[src/rtl/pll_reset_sequencer.sv]
// Turns the asynchronous PLL lock flag into staged synchronous resets.
// Resets release in order once lock is trusted; a lock loss re-asserts them all and is counted.
module pll_reset_sequencer #(
  parameter int SYNC_STAGES        = 2,
  parameter int LOCK_STABLE_CYCLES = 1024,
  parameter int RESET_HOLD_CYCLES  = 16,
  parameter int STAGE_GAP_CYCLES   = 8,
  parameter int NUM_STAGES         = 3,
  parameter int COUNT_WIDTH        = 8
) (
  input  logic                   clock,
  input  logic                   reset,
  input  logic                   locked,
  input  logic                   clear_count,
  output logic [NUM_STAGES-1:0]  reset_out,
  output logic                   ready,
  output logic                   lock_lost,
  output logic [COUNT_WIDTH-1:0] lock_lost_count
);

  localparam int MAX_AB =
    (LOCK_STABLE_CYCLES > RESET_HOLD_CYCLES) ?
    LOCK_STABLE_CYCLES : RESET_HOLD_CYCLES;
  localparam int MAX_C =
    (MAX_AB > STAGE_GAP_CYCLES) ? MAX_AB : STAGE_GAP_CYCLES;
  localparam int CW = $clog2(MAX_C + 1);

  typedef enum logic [2:0] {
    WAIT_LOCK,
    STABILISE,
    HOLD,
    RELEASE,
    RUN
  } state_e;

  state_e                 state_q, state_d;
  logic [SYNC_STAGES-1:0] sync_q, sync_d;
  logic [CW-1:0]          cnt_q, cnt_d;
  logic [NUM_STAGES-1:0]  rst_q, rst_d;
  logic                   ready_q, ready_d;
  logic                   lost_q, lost_d;
  logic [COUNT_WIDTH-1:0] count_q, count_d;
  logic [NUM_STAGES-1:0]  shifted;
  logic                   lock_s;

  assign lock_s = sync_q[SYNC_STAGES-1];

  always_comb begin
    state_d = state_q;
    sync_d  = {sync_q[SYNC_STAGES-2:0], locked};
    cnt_d   = cnt_q;
    rst_d   = rst_q;
    ready_d = ready_q;
    lost_d  = 1'b0;
    count_d = count_q;
    // Stages release LSB first by shifting zeros in from the bottom.
    shifted = rst_q << 1;

    unique case (state_q)
      WAIT_LOCK: begin
        cnt_d = '0;
        if (lock_s) state_d = STABILISE;
      end
      STABILISE: begin
        if (!lock_s) begin
          state_d = WAIT_LOCK;
          cnt_d   = '0;
        end else if (cnt_q == CW'(LOCK_STABLE_CYCLES - 1)) begin
          state_d = HOLD;
          cnt_d   = '0;
        end else begin
          cnt_d = cnt_q + CW'(1);
        end
      end
      HOLD: begin
        if (cnt_q == CW'(RESET_HOLD_CYCLES - 1)) begin
          cnt_d   = '0;
          rst_d   = shifted;
          state_d = RELEASE;
          if (shifted == '0) begin
            state_d = RUN;
            ready_d = 1'b1;
          end
        end else begin
          cnt_d = cnt_q + CW'(1);
        end
      end
      RELEASE: begin
        if (cnt_q == CW'(STAGE_GAP_CYCLES - 1)) begin
          cnt_d = '0;
          rst_d = shifted;
          if (shifted == '0) begin
            state_d = RUN;
            ready_d = 1'b1;
          end
        end else begin
          cnt_d = cnt_q + CW'(1);
        end
      end
      RUN: begin
        cnt_d = '0;
      end
      default: begin
        state_d = WAIT_LOCK;
        cnt_d   = '0;
      end
    endcase

    // Losing trusted lock overrides whatever the sequence was doing.
    if (!lock_s && (state_q == HOLD || state_q == RELEASE ||
                    state_q == RUN)) begin
      state_d = WAIT_LOCK;
      cnt_d   = '0;
      rst_d   = '1;
      ready_d = 1'b0;
      lost_d  = 1'b1;
    end

    if (clear_count)
      count_d = lost_d ? COUNT_WIDTH'(1) : '0;
    else if (lost_d && !(&count_q))
      count_d = count_q + COUNT_WIDTH'(1);
  end

  always_ff @(posedge clock or posedge reset) begin
    if (reset) begin
      state_q <= WAIT_LOCK;
      sync_q  <= '0;
      cnt_q   <= '0;
      rst_q   <= '1;
      ready_q <= 1'b0;
      lost_q  <= 1'b0;
      count_q <= '0;
    end else begin
      state_q <= state_d;
      sync_q  <= sync_d;
      cnt_q   <= cnt_d;
      rst_q   <= rst_d;
      ready_q <= ready_d;
      lost_q  <= lost_d;
      count_q <= count_d;
    end
  end

  assign reset_out       = rst_q;
  assign ready           = ready_q;
  assign lock_lost       = lost_q;
  assign lock_lost_count = count_q;

endmodule

[config.mk]
export PLATFORM = sky130hd
export DESIGN_NAME = pll_reset_sequencer
export DESIGN_NICKNAME = d
export VERILOG_FILES = /design/src/rtl/pll_reset_sequencer.sv
export SDC_FILE = /design/constraint.sdc
export NUM_CORES = 1
export LEC_CHECK = 0
export CAP_MARGIN = 20
export CORE_ASPECT_RATIO = 1.75
export CORE_MARGIN = 2
export CORE_UTILIZATION = 53
export CTS_BUF_LIST = sky130_fd_sc_hd__clkbuf_8 sky130_fd_sc_hd__clkbuf_16
export CTS_CLUSTER_DIAMETER = 30
export CTS_CLUSTER_SIZE = 24
export DETAILED_ROUTE_END_ITERATION = 10
export PLACE_DENSITY = 0.76
export SLEW_MARGIN = 40
export SYNTH_ARGS = -nofsm -noshare
export SYNTH_HDL_FRONTEND = slang
export SYNTH_SLANG_ARGS = --single-unit
[constraint.sdc]
create_clock -name clock -period 4.6 [get_ports clock]
set_clock_uncertainty 0.2 [all_clocks]
set_input_delay 0.69 -clock clock [delete_from_list [all_inputs] [get_ports clock]]
set_output_delay 0.69 -clock clock [all_outputs]
set_load 0.05 [all_outputs]
==> flow_summary_export.csv <==
group,metric,value,unit
pwr,pwr-share-clk,0.387,
critical_path,reg2reg_slack,2.60,ns
detailed_routing,routed_wl,2780,um
critical_path,arrival,1.66,ns
sta,min_period_over_period,0.554,
layout,final_cell_mix,"26 x dfrtp_1, 18 x nor2_1, 16 x clkdlybuf4s50_1",
floorplanning,die_h,73.8,um
global_route,antenna_found_initial,0,
detailed_routing,drt_iter0_drc,20,
layout,multiInputGateArea,693,um2
logic_synthesis,seq_area_frac_synth,0.495,
detailed_routing,route.detailed.drc,0,
place,hpwlAfterDp,2030,um
layout,final_common_cell,"dfrtp_1",
pwr,p_int,433,uW
floorplanning,fp.coreArea,2690,um2
clocking,clkSinkCount,29,
global_route,grt.overflow.total,0,
worst_hold_path,holdCritStartpoint,"sync_q[0]$_DFF_PP0_",
logic_synthesis,ys_types,47,
clocking,clk_path_buf_depth,2,
critical_path,slowest_stage,"clkdlybuf4s50_1",
detailed_routing,postRouteAntennaNets,0,
sta,relSlewSlack,0.607,
clocking,cts_setup_buffers,0,
critical_path,critical_path_class,"flip-flop to output pin",
worst_hold_path,holdPathEnd,"sync_q[1]$_DFF_PP0_",
sta,setup_viol,0,
critical_path,reg2reg_from,"cnt_q[0]$_DFF_PP0_",
logic_synthesis,syn_area_per_cell,9.96,um2
outcome,status,"finished clean",
sta,grt_setup_unrepaired,"no",
global_route,grt_pass1_vias,1096,
sta,max_freq,392,MHz
detailed_routing,detail_route.wl_per_cell,14.3,um
floorplanning,initial_utilization,0.548,
worst_hold_path,whs_path_depth,0,
floorplanning,num_rows,25,
logic_synthesis,yosys.area.top_type,"dfrtp_1",
layout,diodes,0,
critical_path,path_buf_inv,1,
logic_synthesis,yosysTopAreaCellShare,0.441,
clocking,worst_skew_pair.late_latency,0.28,ns
global_route,grt.total_usage,0.205,
place,port_buffers,16,
logic_synthesis,synth-edff-count,0,
pwr,ir_drop,0.000262,V
detailed_routing,vias,1138,
logic_synthesis,synth_nets,154,
logic_synthesis,synth_flop_cell,"dfrtp_1",
global_route,grt_max_degree,30,
pwr,switchingPower,152,uW
global_route,grt_pass1_wl,4870,um
layout,nNetsFinal,172,
logic_synthesis,synth_warnings,0,
sta,tightest_slew,0.589,ns
logic_synthesis,synthCells,148,
logic_synthesis,syn_area,1470,um2
worst_hold_path,hp-class,"flip-flop to flip-flop",
clocking,root_buffer,"clkbuf_8",
clocking,post_cts_resized,0,
clocking,tritoncts,"done",
logic_synthesis,ys_seq_elements,29,
detailed_routing,viasPerCell,5.87,
pwr,power.leakage,0.000744,uW
pwr,pwr-share-seq,0.472,
critical_path,worstReg2RegEnd,"cnt_q[7]$_DFF_PP0_",
floorplanning,die_area,3240,um2
critical_path,cp-end-kind,"output pin",
floorplanning,die_x,43.9,um
critical_path,reg2reg_depth,6,
clocking,cts_buffers,5,
clocking,clk_pin_slew_worst_paths,0.06,ns
logic_synthesis,yosys-top-cells-area,"dfrtp_1 44%, dfstp_2 5.3%, nor2_1 4.6%",
sta,layout_min_cycle_time,2.55,ns
clocking,h-tree-depth,2,
pwr,power.density,335,nW/um2
critical_path,cp_top_family,"buffers and inverters",
critical_path,cp-start-kind,"flip-flop",
critical_path,path_max_fanout,6,
critical_path,startpoint,"reset_out[0]$_DFFE_PP1P_",
critical_path,cp.depth,1,
pwr,p_sw_frac,0.260,
detailed_routing,drt_pass1_iterations,4,
critical_path,cp.required,3.71,ns
flow_run,max_cap_violations,0,
floorplanning,pin_count,17,
clocking,cts_hold_buf,0,
critical_path,critPathMaxStageDelay,0.81,ns
sta,hold_violations,0,
critical_path,cp_cell_sequence,"clkdlybuf4s50_1",
place,place_congestion,0.801,
place,pre_cts_ws,2.35,ns
sta,final_max_slew_viol_count,0,
layout,syn_to_final_growth,18.6,%
layout,fill_cells,214,
logic_synthesis,synthArstFlopShare,1.00,
pwr,p_total,585,uW
layout,seqCellArea,729,um2
sta,setup_ws,2.05,ns
layout,drive_gt1_frac,0.108,
sta,setup_tns,0,ns
pwr,combPwrFrac,0.141,
==> routing by layer <==
layer,routed length [um],GRT usage,vias up
met5,0,0,-
met4,46,0.101,0
met3,92,0.0590,4
met2,1480,0.337,24
met1,1160,0.237,556
li1,-,-,554
==> power groups by stage <==
stage | registers [uW] | logic (uW) | clock network [uW]
final | 276 | 82.6 | 226
after global routing | 277 | 95.1 | 246
after CTS | 276 | 84.5 | 235
after detailed placement | 280 | 83.8 | 0
after global placement | 280 | 79.8 | 0
after floorplan | 275 | 69.6 | 0
==> stage by stage <==
step / instance area [um2] / hold WS (ns) / instances / util
floorplan: 1470 / 0.131 / 148 / -
global placement: 1650 / 0.146 / 186 / 0.612
detailed placement: 1650 / 0.140 / 186 / 0.612
CTS: 1750 / 0.153 / 194 / 0.650
global route: 1750 / 0.167 / 194 / 0.650
finish: 1750 / 0.152 / 194 / 0.650
==> area by class of cell <==
type,instances,share of cell area
Sequential cell,29,0.417
Inverter,8,0.0172
Timing Repair Buffer,16,0.0916
Clock inverter,1,0.00286
Multi-Input combinational cell,106,0.397
Tap cell,27,0.0193
Clock buffer,7,0.0551
==> synthesized netlist by cell type, types with 2 or more instances <==
| cell type | instances |
|---|---|
| o21ai_1 | 2 |
| clkbuf_1 | 3 |
| ha_1 | 2 |
| xnor2_1 | 6 |
| nand2_1 | 10 |
| a21oi_1 | 6 |
| nand4_1 | 2 |
| mux2i_1 | 2 |
| dfstp_2 | 3 |
| inv_1 | 7 |
| nor2_1 | 18 |
| o21ai_0 | 3 |
| and4_1 | 3 |
| a21o_1 | 2 |
| nand2b_1 | 2 |
| xor2_1 | 7 |
| and3_1 | 3 |
| nand3_1 | 8 |
| dfrtp_1 | 26 |
| nor3_1 | 6 |
==> kinds of logic after synthesis <==
| logic type | share of synthesized area |
|---|---|
| simple gates | 0.234 |
| flops | 0.495 |
| compound gates | 0.128 |
| xor+xnor | 0.0773 |
| buf+inv | 0.0348 |
| mux | 0.0136 |
| fa+ha+maj | 0.0170 |
==> worst max path at each step <==
stage / end / slack, ns
after CTS: reset_out[0] / 2.04
final: reset_out[0] / 2.05
after floorplan: lock_lost_count[1]$_DFFE_PP0P_ / 2.67
after global placement: reset_out[0] / 2.37
after global routing: reset_out[0] / 2.01
after detailed placement: reset_out[0] / 2.35
==> sequential cells by signal (all words and copies together) (netlist names) <==
signal and flops:
cnt_q 11, lock_lost 1, sync_q 2, lock_lost_count 8
ready 1, state_q 3, reset_out 3
No activity file was read; power rests on OpenSTA's default activity.
